[src/rtl/tanh_act_pkg.sv]
// Shared types and quantization helper for the 4-bit tanh input path.
// Used by tanh_in_quant_stream and tanh_code_fifo.
package tanh_act_pkg;

   localparam int CODE_W = 4;
   localparam logic [CODE_W-1:0] CODE_ZERO = 4'd8;
   localparam logic [CODE_W-1:0] CODE_MIN = 4'd0;
   localparam logic [CODE_W-1:0] CODE_MAX = 4'd15;

   typedef logic signed [CODE_W:0] sat_lim_t;

   localparam sat_lim_t SAT_MIN = -5'sd8;
   localparam sat_lim_t SAT_MAX = 5'sd7;

   typedef struct packed {
      logic              last;
      logic [CODE_W-1:0] code;
   } code_ent_t;

   typedef struct packed {
      logic              clamped;
      logic [CODE_W-1:0] code;
   } quant_t;

   // Round half up, arithmetic shift, clamp to [-8,7], offset by +8.
   function automatic quant_t sat_round(
      input logic signed [63:0] acc,
      input int                 shift
   );
      logic signed [63:0] sum;
      logic signed [63:0] q;
      quant_t             r;
      sum = acc + (64'sd1 <<< (shift - 1));
      q = sum >>> shift;
      r.clamped = 1'b0;
      r.code = CODE_ZERO;
      if (q < 64'(SAT_MIN)) begin
         r.clamped = 1'b1;
         r.code = CODE_MIN;
      end else if (q > 64'(SAT_MAX)) begin
         r.clamped = 1'b1;
         r.code = CODE_MAX;
      end else begin
         r.code = q[CODE_W-1:0] + CODE_ZERO;
      end
      return r;
   endfunction

endpackage

[src/rtl/tanh_code_fifo.sv]
// Small FIFO of {last, code} entries with registered storage.
// Async active-low reset, synchronous clear with priority.
module tanh_code_fifo
   import tanh_act_pkg::*;
#(
   parameter int DEPTH = 2,
   localparam int PTR_W = $clog2(DEPTH),
   localparam int CNT_W = $clog2(DEPTH + 1)
) (
   input  logic             clk,
   input  logic             rst_n,
   input  logic             clear,
   input  logic             push,
   input  logic             pop,
   input  code_ent_t        wdata,
   output code_ent_t        rdata,
   output logic             valid,
   output logic [CNT_W-1:0] count
);

   code_ent_t        mem [DEPTH];
   logic [PTR_W-1:0] wr_ptr;
   logic [PTR_W-1:0] rd_ptr;
   logic             pop_ok;
   logic             push_ok;
   logic             full;

   assign full    = (count == CNT_W'(DEPTH));
   assign valid   = (count != '0);
   assign pop_ok  = pop & valid;
   assign push_ok = push & (~full | pop_ok);
   assign rdata   = mem[rd_ptr];

   // DEPTH is a power of two, so pointer increment wraps naturally.
   always_ff @(posedge clk or negedge rst_n) begin
      if (!rst_n) begin
         wr_ptr <= '0;
         rd_ptr <= '0;
         count  <= '0;
      end else if (clear) begin
         wr_ptr <= '0;
         rd_ptr <= '0;
         count  <= '0;
      end else begin
         if (push_ok) wr_ptr <= wr_ptr + 1'b1;
         if (pop_ok) rd_ptr <= rd_ptr + 1'b1;
         unique case ({push_ok, pop_ok})
            2'b10:   count <= count + 1'b1;
            2'b01:   count <= count - 1'b1;
            default: count <= count;
         endcase
      end
   end

   always_ff @(posedge clk or negedge rst_n) begin
      if (!rst_n) begin
         for (int i = 0; i < DEPTH; i++) mem[i] <= '0;
      end else if (!clear && push_ok) begin
         mem[wr_ptr] <= wdata;
      end
   end

endmodule

[src/rtl/tanh_in_quant_stream.sv]
// Quantizes accumulator samples to 4-bit offset-binary tanh input codes.
// Optional saturation statistics under TANH_IN_QUANT_STATS_EN.
module tanh_in_quant_stream
   import tanh_act_pkg::*;
#(
   parameter int ACC_W = 12,
   parameter int SHIFT = 4,
   parameter int DEPTH = 2,
   localparam int CNT_W = $clog2(DEPTH + 1)
) (
   input  logic                    clk,
   input  logic                    rst_n,
   input  logic                    clear,
   input  logic                    in_valid,
   output logic                    in_ready,
   input  logic signed [ACC_W-1:0] in_acc,
   input  logic                    in_last,
   output logic                    out_valid,
   input  logic                    out_ready,
   output logic [CODE_W-1:0]       out_code,
   output logic                    out_last,
   output logic [CNT_W-1:0]        count
`ifdef TANH_IN_QUANT_STATS_EN
  ,output logic [15:0]             sat_cnt,
   output logic                    sat_flag
`endif
);

   logic      run_q;
   logic      push;
   logic      pop;
   quant_t    qv;
   code_ent_t wdata;
   code_ent_t rdata;

   // Holds in_ready low until the first edge after reset release.
   always_ff @(posedge clk or negedge rst_n) begin
      if (!rst_n) run_q <= 1'b0;
      else run_q <= 1'b1;
   end

   assign qv       = sat_round(64'(in_acc), SHIFT);
   assign wdata    = '{last: in_last, code: qv.code};
   assign in_ready = run_q & ~clear &
                     ((count < CNT_W'(DEPTH)) | out_ready);
   assign push     = in_valid & in_ready;
   assign pop      = out_valid & out_ready;
   assign out_code = rdata.code;
   assign out_last = rdata.last;

   tanh_code_fifo #(
      .DEPTH (DEPTH)
   ) u_fifo (
      .clk   (clk),
      .rst_n (rst_n),
      .clear (clear),
      .push  (push),
      .pop   (pop),
      .wdata (wdata),
      .rdata (rdata),
      .valid (out_valid),
      .count (count)
   );

`ifdef TANH_IN_QUANT_STATS_EN
   logic vec_sat_q;

   always_ff @(posedge clk or negedge rst_n) begin
      if (!rst_n) begin
         sat_cnt   <= '0;
         sat_flag  <= 1'b0;
         vec_sat_q <= 1'b0;
      end else if (clear) begin
         sat_cnt   <= '0;
         sat_flag  <= 1'b0;
         vec_sat_q <= 1'b0;
      end else if (push) begin
         if (qv.clamped && sat_cnt != 16'hFFFF)
            sat_cnt <= sat_cnt + 16'd1;
         if (in_last) begin
            sat_flag  <= vec_sat_q | qv.clamped;
            vec_sat_q <= 1'b0;
         end else begin
            sat_flag  <= 1'b0;
            vec_sat_q <= vec_sat_q | qv.clamped;
         end
      end
   end
`else
   logic stats_unused;
   assign stats_unused = qv.clamped;
`endif

endmodule

[config.mk]
export PLATFORM = sky130hd
export DESIGN_NAME = tanh_in_quant_stream
export DESIGN_NICKNAME = d
export VERILOG_FILES = /design/src/rtl/tanh_act_pkg.sv /design/src/rtl/tanh_code_fifo.sv /design/src/rtl/tanh_in_quant_stream.sv
export SDC_FILE = /design/constraint.sdc
export NUM_CORES = 1
export LEC_CHECK = 0
export BUFFER_PORTS_ARGS = -buffer_cell sky130_fd_sc_hd__buf_2
export CAP_MARGIN = 20
export CORE_ASPECT_RATIO = 0.9
export CORE_MARGIN = 4
export CORE_UTILIZATION = 54
export CTS_BUF_LIST = sky130_fd_sc_hd__clkbuf_4 sky130_fd_sc_hd__clkbuf_8
export DETAILED_ROUTE_END_ITERATION = 7
export PLACE_DENSITY = 0.84
export SLEW_MARGIN = 20
export SYNTH_ARGS = -nofsm -noshare
export SYNTH_HDL_FRONTEND = slang
export SYNTH_HIERARCHICAL = 1
export SYNTH_SLANG_ARGS = --single-unit
[constraint.sdc]
create_clock -name clk -period 2.15 [get_ports clk]
set_input_delay 0.43 -clock clk [delete_from_list [all_inputs] [get_ports clk]]
set_output_delay 0.43 -clock clk [all_outputs]
set_load 0.1 [all_outputs]
Yosys cells after proc, flatten, opt, wreduce, memory -nomap -nowiden
Cells that the tools add are included.

storage, ports and cells
  register bits after elaboration = 15
  word-level logic and storage cells = 56
  input port bits = 18
  output and inout port bits = 9

operators by class
  reductions and logical operators = 7
  muxes and demuxes = 14
  bitwise gates (word level) = 12
  add/subtract/negate cells = 6
  equality and inequality tests = 3
  $lt $le $gt $ge = 6

operators with widths
  operator                                                               count
  5-bit two-way mux                                                      4
  12-bit by 5-bit adder with 13-bit output (second input constant)       1
  10-bit bitwise mux                                                     1
  9-bit by 4-bit > comparator with 1-bit output (second input constant)  1
  9-bit by 4-bit < comparator with 1-bit output (second input constant)  1
  4-bit two-way mux                                                      2
  1-bit AND                                                              6
  2-bit nonzero test                                                     3
  5-bit demux with 1-bit select                                          1
  4-bit adder (second input constant)                                    1
  2-bit == test (second input constant)                                  2
  2-bit greater-or-equal comparator (second input constant)              2
  1-bit two-way mux                                                      4
  1-bit NOT with 2-bit output                                            2
  2-bit one-hot mux with 2 select lines                                  1
  3-bit nonzero test                                                     1
  1-bit adder (second input constant)                                    2
  2-bit by 1-bit adder with 2-bit output (second input constant)         1
  2-bit by 1-bit == test with 1-bit output (second input constant)       1
  1-bit logical AND                                                      2
  2-bit by 1-bit < comparator with 1-bit output (second input constant)  1
  2-bit < comparator (second input constant)                             1
  2-bit two-way mux                                                      1
  1-bit NOT                                                              2
  other kinds (3)                                                        4

Longest topological paths before layout
Gate-level depths: netlist of run 1.

  word-level depth = 8
  gate-level depth with buffers = 7
  depth with buffers taken out = 7

By module
Netlist of run 1, hierarchy kept.

modules (own cells, without submodules)
  module                instances  sequential area each (um^2)  area each (um^2)  cells an instance
  tanh_code_fifo        1          350.3                        690.7             53
  tanh_in_quant_stream  1          25.0                         327.8             43

Worst setup path before layout of run 1
Ideal clock, no wire load.

  path type = register to register
  start point = reg u_fifo.count[1]
  end point = reg u_fifo/mem[5] (netlist name)
  path buffers = 1
  cell stages (with the launch flop) = 8
  arrival time = 4.702 ns
  clock period less this slack = 4.827 ns
  required time = 2.025 ns
  setup slack = -2.677 ns
  setup time = 0.125 ns
  cells stage by stage = dfrtp_1 > nor2b_1 > nor3b_1 > and2_1 > inv_2 > or4_4 > buf_6 > mux2_4

between the ends
  word-level cells in the longest chain between the ends = 6
  elaborated cells on any way between the ends = 12
  those cells by class = 1 x order compare; 1 x eq/ne; 8 x bitwise; 2 x reduce/logical

ends and longest elaborated chain
  item                           RTL line                    text
  start, declared                tanh_code_fifo.sv:18        output logic [CNT_W-1:0] count
  start signal, assigned         tanh_code_fifo.sv:48        2'b10: count <= count + 1'b1;
  start signal, assigned         tanh_code_fifo.sv:49        2'b01: count <= count - 1'b1;
  start signal, assigned         tanh_code_fifo.sv:50        default: count <= count;
  2-bit < comparator             tanh_in_quant_stream.sv:45  ((count < CNT_W'(DEPTH)) | out_ready);
  1-bit OR                       tanh_in_quant_stream.sv:45
  1-bit AND                      tanh_in_quant_stream.sv:44  assign in_ready = run_q & ~clear &
  named net in_ready             tanh_in_quant_stream.sv:15  output logic in_ready,
  1-bit AND                      tanh_in_quant_stream.sv:46  assign push = in_valid & in_ready;
  named net push                 tanh_in_quant_stream.sv:30  logic push;
  1-bit AND                      tanh_code_fifo.sv:31        assign push_ok = push & (~full | pop_ok);
  1-bit logical AND              tanh_code_fifo.sv:58        end else if (!clear && push_ok) begin
  end signal, assigned by index  tanh_code_fifo.sv:59        mem[wr_ptr] <= wdata;
  end, declared                  tanh_code_fifo.sv:21        code_ent_t mem [DEPTH];

The timed path passes the listed nets, and every way through them passes these cells.
A chain may end at the register's enable or synchronous reset.

Worst setup path in the final report of run 1
  start point = reg u_fifo.count[1]
  end point = reg u_fifo/mem[8] (netlist name)

between the ends
  word-level cells in the longest chain between the ends = 6
  elaborated cells on any way between the ends = 12
  those cells by class = 1 x order compare; 1 x eq/ne; 8 x bitwise; 2 x reduce/logical

ends and longest elaborated chain
  item                RTL line
  2-bit < comparator  tanh_in_quant_stream.sv:45
  1-bit OR            tanh_in_quant_stream.sv:45
  1-bit AND           tanh_in_quant_stream.sv:44
  1-bit AND           tanh_in_quant_stream.sv:46
  named net push      tanh_in_quant_stream.sv:30
  1-bit AND           tanh_code_fifo.sv:31
  1-bit logical AND   tanh_code_fifo.sv:58

The timed path passes the listed nets, and every way through them passes these cells.

==> impl_metrics.json, run 1 <==
{
  "num_vias": 897,
  "diodes": 0,
  "grt.overflow.total": 0,
  "switching_share_pct": 44.1,
  "cts_setup_buffers": 0,
  "ys_warn_count": 6,
  "path_buf_inv": 1,
  "fin_crit_ns": 2.08,
  "drc": 0,
  "status": "complete, no violations",
  "routed_via_density": 5.79,
  "arrival_ns": 2.26,
  "grt_max_degree": 16,
  "cts.clk_slew.worst_paths_ns": 0.09,
  "grt_pass1_wl_um": 4010,
  "p_leak_nw": 0.620,
  "post_cts_resized": 0,
  "slowest_stage": "or4_4",
  "max_stage_delay_ns": 0.58,
  "core-area_um2": 1730,
  "nNetsFinal": 151,
  "finalClockSkew_ns": 0.00510,
  "dr.pass1.iters": 5,
  "mostFrequentLayoutCell": "buf_2",
  "die_area_um2": 2650,
  "track_usage_pct": 20.6,
  "powerDensity_nw_per_um2": 707,
  "start_kind": "flop",
  "cp.required_ns": 2.34,
  "synth_area_um2": 1020,
  "p_int_uw": 514,
  "path_cells": "nor2b_4, nor3b_4, and2_4, inv_2, or4_4, mux2_4",
  "maxCapViolations": 0,
  "pwr-share-clk_pct": 18.1,
  "grt_pass1_vias": 851,
  "syn_inst": 96,
  "endpoint_kind": "flop",
  "hold_path_class": "in2async",
  "ys_seq_elements": 15,
  "first_iter_violations": 16,
  "h-tree-depth": 1,
  "utilization_pct": 74.9,
  "cts_buffers": 3,
  "insertion_delay_ns": 0.29,
  "ys_seq_area_share_pct": 36.9,
  "synthesis.nets": 115,
  "drive_above_1_share_pct": 49.6,
  "report.final.slew_viol_count": 0,
  "post-route-cell-area_um2": 1300,
  "io_buffers": 23,
  "syn_area_per_cell_um2": 10.6,
  "fp-row-count": 14,
  "p_comb_share_pct": 44.4,
  "fmax_mhz": 482,
  "rsz0062_at_grt": "false",
  "die_w_um": 53.8,
  "io-pin-count": 27,
  "seq_power_share_pct": 37.5,
  "path_class": "reg2reg",
  "finalHoldViolCount": 0,
  "start_util_pct": 58.7,
  "synthTopCellsByArea": "dfrtp_1, mux2_2, mux2_4, nand4b_1, or4_4",
  "fillers": 116,
  "crit_fanout": 9,
  "cts.path.max_buffers": 2,
  "cts_tree": "built",
  "setup_viol": 0,
  "synth_top_area_share_pct": 36.9,
  "vdd_ir_drop_max_mv": 0.571,
  "ys_types": 42,
  "postPlaceCellArea_um2": 1270,
  "wire_per_inst_um": 15.2,
  "ant_nets": 0,
  "post_cts_hold_buffer_count": 0,
  "die_h_um": 49.2,
  "totalWireLength_um": 2350,
  "cp_top_family": "simple AND/OR/NAND/NOR gates",
  "p_sw_uw": 404,
  "synth_top_area_cell": "dfrtp_1",
  "grt_antenna_before_repair": 0,
  "final_cell_mix": "buf_2, dfrtp_1, buf_4",
  "areaGrowthSynthToFinish_pct": 27.5,
  "dp.final_hpwl_um": 1860,
  "fin_crit_sh_pct": 96.5,
  "cts.sinks": 15,
  "clock-root-buffer": "clkbuf_4",
  "place.gp.congestion": 0.844
}
[synth_stat cells (all sizes together)]
cell	instances
nand3	3
clkbuf	1
a21oi	4
nor4	1
nand2	6
a22o	2
buf	1
or2	1
a21boi	2
mux2	15
dfrtp	15
o22a	1
mux2i	1
a311oi	1
xnor2	1
ha	1
o21ai	3
o211ai	1
o311ai	1
a211o	1
xor2	2
nand3b	2
or4	2
nor2	3
nor2b	3
and2	2
nand2b	1
and3b	2
o211a	1
nand4	1
nand4b	3
and3	1
inv	1
a31o	1
conb	1
nor3	4
o31ai	2
nor3b	2
[registers in the layout (all words and copies together), names as in the netlist]
name	flops
u_fifo/mem	10
u_fifo/count	2
run_q	1
u_fifo/rd_ptr	1
u_fifo/wr_ptr	1
[worst reg2reg max path, stage by stage (launching register included)]
cell and delay [ns]:
dfrtp_4 0.52, nor2b_4 0.15, nor3b_4 0.19, and2_4 0.17
inv_2 0.03, or4_4 0.58, mux2_4 0.33
[kinds of logic after synthesis]
logic type	synth area share, %
AO/OA/AOI/OAI	14.6
XOR/XNOR	2.58
adder cells (fa/ha/maj)	1.23
buffers and inverters	1.84
flip-flops	36.9
multiplexers	19.4
other	0.368
AND/OR/NAND/NOR	23.1
[layer usage]
layer,vias up,global-route usage [%],share of wire [%]
met5,-,0,0
met4,0,7.23,2.0
met3,6,4.89,7.1
met2,35,29.0,46
met1,420,30.0,45
li1,436,-,-
[final cells by class]
cell class,instances,area (um^2),area share [%]
sequential,15,380,29.3
clock inverter,1,5.00,0.385
multi-input combinational,78,667,51.3
tap,24,30.0,2.31
clock buffer,3,22.5,1.73
inverter,1,3.75,0.289
timing repair buffer,33,190,14.6
[stage by stage]
step	TNS, ns	power [mW]	setup slack [ns]	hold slack [ns]	std cells
finish	0	0.918	0.0746	0.0228	155
global route	0	0.959	0.00172	0.0292	155
CTS	0	0.921	0.0684	0.0318	155
detailed placement	0	0.755	0.0257	0.355	151
global placement	0	0.743	0.0710	0.340	151
floorplan	-8.97	0.666	-0.941	0.134	96
[worst paths after layout]
kind / to / slack [ns] / cells after the start / startpoint
min: u_fifo/mem[2] / 0.02 / 1 / rst_n
min in group clk: u_fifo/mem[4] / 0.38 / 2 / in_last
max in group asynchronous: u_fifo/count[1] / 1.85 / 1 / rst_n
min reg2reg: u_fifo/mem[4] / 0.52 / 1 / u_fifo/mem[4]
max: u_fifo/mem[8] / 0.07 / 6 / u_fifo/count[1]
max reg2reg: u_fifo/mem[8] / 0.07 / 6 / u_fifo/count[1]
[power by group through the flow]
stage | Clock (mW) | Combinational [mW] | Sequential [mW]
finish | 0.166 | 0.407 | 0.345
global route | 0.182 | 0.429 | 0.349
CTS | 0.169 | 0.408 | 0.344
detailed placement | 0 | 0.406 | 0.349
global placement | 0 | 0.398 | 0.345
floorplan | 0 | 0.317 | 0.349
(Power assumes the default switching activity.)
==> run 2, diff against run 1 <==
- ABC_AREA: unset -> 1
- PLACE_DENSITY: 0.84 -> 0.83
- clock period: 2.15 -> 2.2 ns (I/O delays scaled with it)
==> impl_metrics.json, run 2 <==
{
  "status": "complete, no violations",
  "mostFrequentLayoutCell": "nand2_1",
  "io-pin-count": 27,
  "synth_top_area_share_pct": 36.5,
  "fin_cells": 199,
  "hold_path_class": "in2async",
  "crit_fanout": 7,
  "max_stage_delay_ns": 0.45,
  "areaGrowthSynthToFinish_pct": 16.4,
  "fmax_mhz": 517,
  "path_class": "reg2out",
  "crit_cells": 4,
  "ff2ff_path_depth": 8,
  "syn_inst": 149,
  "start_util_pct": 59.4,
  "tightest_slew_ns": 0.559,
  "setup_viol": 0,
  "nNetsFinal": 195,
  "io_buffers": 23,
  "finalClockSkew_ns": 0.00497,
  "die_w_um": 54.0,
  "die_h_um": 49.4,
  "ys_dominant_reg_cell": "dfrtp_1",
  "cp_top_family": "buffers and inverters",
  "ant_nets": 0,
  "grt_pass1_wl_um": 3640,
  "ys_seq_elements": 15,
  "path_cells": "inv_1, nand2_1, nand2_1, buf_2",
  "largest_register_ffs": 10,
  "first_iter_violations": 19,
  "cts.sinks": 15,
  "cts_buffers": 3,
  "setup_tns_ns": 0,
  "reg_top3": "u_fifo/mem: 10 flops, u_fifo/count: 2 flops",
  "ys_seq_area_share_pct": 36.5,
  "start_kind": "flop",
  "placed_cells": 195,
  "cp.required_ns": 1.76,
  "cts_tree": "built",
  "maxCapViolations": 0,
  "arrival_ns": 1.49,
  "insertion_delay_ns": 0.28,
  "p_leak_nw": 0.675,
  "drive_above_1_share_pct": 28.6,
  "synth.most_common_cell": "nand2_1",
  "report.final.slew_viol_count": 0,
  "syn_area_per_cell_um2": 6.91,
  "slowest_stage": "dfrtp_1",
  "post_cts_resized": 0,
  "relSlewSlack_pct": 62.7,
  "dp.final_hpwl_um": 1670,
  "cts.clk_slew.worst_paths_ns": 0.09,
  "die_area_um2": 2670,
  "ys_warn_count": 6,
  "endpoint_kind": "primary output",
  "rsz0062_at_grt": "false",
  "hold_ws_ns": 0.0405,
  "synth_top_area_cell": "dfrtp_1",
  "powerDensity_nw_per_um2": 1030,
  "ys_types": 25,
  "track_usage_pct": 18.5,
  "cpMostUsedCell": "nand2_1",
  "grt_antenna_before_repair": 0,
  "wire_per_inst_um": 10.6,
  "vdd_ir_drop_max_mv": 0.870,
  "clock-root-buffer": "clkbuf_4",
  "fin_crit_sh_pct": 87.9,
  "cts.path.max_buffers": 2,
  "top_register": "u_fifo/mem",
  "fin_crit_ns": 1.93,
  "grt_pass1_vias": 878,
  "synth_edf_count": 0,
  "synthesis.nets": 168,
  "totalWireLength_um": 2110,
  "grt.overflow.total": 0,
  "power.total_mw": 1.24,
  "h-tree-depth": 1,
  "fp-row-count": 14,
  "drc": 0,
  "num_vias": 952,
  "dr.pass1.iters": 4,
  "cts_setup_buffers": 0,
  "async_flop_share_pct": 100,
  "synthTopCellsByArea": "dfrtp_1, nand2_1, inv_1, nand3_1, o21ai_2",
  "finalHoldViolCount": 0,
  "synth_area_um2": 1030,
  "grt_max_degree": 16,
  "diodes": 0,
  "path_buf_inv": 2,
  "core-area_um2": 1730,
  "synthTopCellsByCount": "nand2_1, inv_1, dfrtp_1, nand3_1, nand2_2",
  "post_cts_hold_buffer_count": 0,
  "place.gp.congestion": 0.823,
  "final_cell_mix": "nand2_1, buf_2, inv_1",
  "routed_via_density": 4.78
}
-- run 2: path summary, 6_finish.rpt --
check | from | end | slack [ns]
setup / recovery | u_fifo/rd_ptr | out_code[2] | 0.27
hold / removal | rst_n | u_fifo/wr_ptr | 0.04
setup reg to reg | u_fifo/count[1] | u_fifo/mem[7] | 0.35
hold reg to reg | u_fifo/mem[5] | u_fifo/mem[5] | 0.49
max in group asynchronous | rst_n | u_fifo/count[1] | 1.89
min in group clk | in_last | u_fifo/mem[9] | 0.41
-- run 2: cell families (layout without fill, tap and decap cells) --
kind of cell	count (synthesis)	after routing	synth area share, %
AO/OA/AOI/OAI	16	16	10.7
flip-flops	15	15	36.5
AND/OR/NAND/NOR	89	89	39.7
other	1	1	0.364
adder cells (fa/ha/maj)	1	1	1.21
buffers and inverters	25	51	9.84
XOR/XNOR	2	2	1.70
-- run 2: layer usage --
layer	up-vias	track usage, %	share of wire, %	routed length (um)
li1	514	-	-	-
met1	416	23.4	46	981
met2	18	29.6	47	1000
met3	4	4.89	4.6	97
met4	0	6.22	1.5	32
met5	-	0	0	0
-- run 2: metrics by stage --
stage               util, %  worst slack [ns]  area [um^2]
finish                 69.1             0.266         1200
global route           69.1             0.143         1200
floorplan                 -            0.0300         1030
global placement       67.4             0.413         1170
CTS                    69.1             0.241         1200
detailed placement     67.4             0.344         1170
-- run 2: area by class of cell --
class | count | area, um^2
Sequential cell | 15 | 378
Tap cell | 24 | 30.0
Timing Repair Buffer | 23 | 115
Multi-Input combinational cell | 109 | 556
Clock buffer | 4 | 30.0
Fill cell | 173 | 536
Inverter | 24 | 90.1
-- run 2: worst register-to-register path: stages, from the launching register on --
cell	delay (ns)
dfrtp_2	0.46
inv_1	0.06
o21ai_0	0.11
nor3b_1	0.50
nand2_2	0.12
inv_2	0.10
nand2_2	0.18
nand2_1	0.14
o21ai_2	0.06
-- run 2: power by group --
| part | internal, mW | switching [mW] |
|---|---|---|
| registers | 0.337 | 0.0499 |
| clock network | 0.0828 | 0.0845 |
| logic | 0.129 | 0.553 |
| total | 0.548 | 0.688 |
==> run 3, diff against run 2 <==
- ABC_AREA: 1 -> unset
- PLACE_DENSITY: 0.83 -> 0.84
==> impl_metrics.json, run 3 (synthesized netlist as in run 1, its figures left out) <==
{
  "top_register": "u_fifo/mem",
  "grt.overflow.total": 0,
  "start_util_pct": 58.7,
  "setup_viol": 0,
  "dr.pass1.iters": 4,
  "busiest_layer": "met2",
  "multi_input_area_um2": 667,
  "endpoint_kind": "flop",
  "cts_buffers": 3,
  "fin_crit_ns": 2.13,
  "cts.path.max_buffers": 2,
  "nNetsFinal": 153,
  "dp.final_hpwl_um": 1870,
  "p_sw_uw": 391,
  "clock-root-buffer": "clkbuf_4",
  "fin_crit_sh_pct": 96.7,
  "grt_pass1_vias": 877,
  "grt_pass1_wl_um": 4060,
  "seqCellArea_um2": 380,
  "crit_path_start": "u_fifo/count[1]",
  "insertion_delay_ns": 0.29,
  "setup_ws_ns": 0.0733,
  "use_met1_pct": 29.9,
  "cts.clk_slew.worst_paths_ns": 0.09,
  "p_comb_share_pct": 44.0,
  "die_w_um": 53.8,
  "vdd_ir_drop_max_mv": 0.598,
  "path_class": "reg2reg",
  "finalHoldViolCount": 0,
  "status": "complete, no violations",
  "die_h_um": 49.2,
  "powerDensity_nw_per_um2": 692,
  "cp.required_ns": 2.37,
  "totalWireLength_um": 2500,
  "crit_fanout": 6,
  "hold_path_class": "in2async",
  "drive_above_1_share_pct": 50.4,
  "p_int_uw": 518,
  "largest_register_ffs": 10,
  "fmax_mhz": 470,
  "grt_max_degree": 16,
  "io-pin-count": 27,
  "setup_tns_ns": 0,
  "rsz0062_at_grt": "false",
  "grt_antenna_before_repair": 0,
  "rrSetupSlack_ns": 0.07,
  "cts.sinks": 15,
  "report.final.slew_viol_count": 0,
  "areaGrowthSynthToFinish_pct": 29.0,
  "routed_via_density": 5.83,
  "fillers": 127,
  "mostFrequentLayoutCell": "buf_2",
  "core-area_um2": 1730,
  "post-place-ws_ns": 0.0593,
  "place.gp.congestion": 0.821,
  "ant_nets": 0,
  "wire_per_inst_um": 15.9,
  "arrival_ns": 2.30,
  "h-tree-depth": 1,
  "pwr-share-clk_pct": 18.9,
  "die_area_um2": 2650,
  "diodes": 0,
  "finalClockSkew_ns": 0.00740,
  "fp-row-count": 14,
  "start_kind": "flop",
  "r2r_end": "u_fifo/mem[5]",
  "cts_tree": "built",
  "switching_share_pct": 43.0,
  "io_buffers": 23,
  "track_usage_pct": 21.1,
  "rr_startpoint": "u_fifo/count[1]",
  "first_iter_violations": 19,
  "maxCapViolations": 0,
  "final_cell_mix": "buf_2, dfrtp_1, buf_4",
  "num_vias": 916,
  "p_leak_nw": 0.630,
  "seq_power_share_pct": 37.1,
  "drc": 0,
  "utilization_pct": 75.8,
  "ff2ff_path_depth": 6,
  "met3_usage_pct": 5.50,
  "reg_top3": "u_fifo/mem: 10 flops, u_fifo/count: 2 flops",
  "use_met2_pct": 30.0
}
run 3: changes by cell type in the layout (fill, tap and decap cells not counted), sizes merged, moves of 3 or more:
cell,previous run,this run
nor3,0,4
mux2,0,15
nand3,12,3
buf,23,34
nor2b,0,3
inv,24,1
nand4b,0,3
a21oi,1,4
nor2,8,3
nand2,64,6
o21ai,12,3
run 3: power by group through the flow:
stage,clock [mW],combinational (mW),sequential (mW)
after global placement,0,0.387,0.337
after detailed placement,0,0.396,0.342
after CTS,0.177,0.397,0.337
final,0.172,0.400,0.337
after global routing,0.187,0.421,0.343
after floorplan,0,0.310,0.341
run 3: worst max path at each step:
stage / depth (start not counted) / slack, ns / end
after floorplan: 7 / -0.89 / u_fifo/mem[5]
final: 6 / 0.07 / u_fifo/mem[5]
after detailed placement: 8 / 0.06 / u_fifo/mem[7]
after global routing: 6 / 0.008 / u_fifo/mem[8]
after global placement: 9 / 0.10 / u_fifo/mem[7]
after CTS: 6 / 0.04 / u_fifo/mem[5]
run 3: worst max-delay path: stages, from the launching register on:
cell and delay, ns:
dfrtp_4 0.51, nor2b_4 0.15, nor3b_4 0.18, and2_4 0.19, inv_2 0.04, or4_4 0.61, mux2_4 0.33
run 3: through the flow:
step           cells  total power, mW  instance area (um^2)  hold WS (ns)
6_report         157            0.909                  1310        0.0311
5_1_grt          157            0.951                  1310        0.0380
4_1_cts          154            0.912                  1290        0.0344
3_5_place_dp     150            0.738                  1260         0.355
3_3_place_gp     150            0.725                  1260         0.351
2_1_floorplan     96            0.650                  1070         0.144
run 3: metal layers:
metal / up-vias / part of all wire, %
met5: - / 0
met4: 0 / 1.4
met3: 4 / 5.8
met2: 31 / 47
met1: 436 / 46
li1: 445 / -
run 3: cell type report:
cell class                 instances  share of cell area, %
inverter                           1                  0.286
clock buffer                       4                   2.29
timing repair buffer              35                   15.4
sequential                        15                   29.0
tap                               24                   2.29
multi-input combinational         78                   50.8
run 3: timing repair:
action,4_1_cts,5_1_grt
gates resized for setup,0,0
setup buffers,0,3
hold buffers,0,0
setup endpoints to repair,0,5
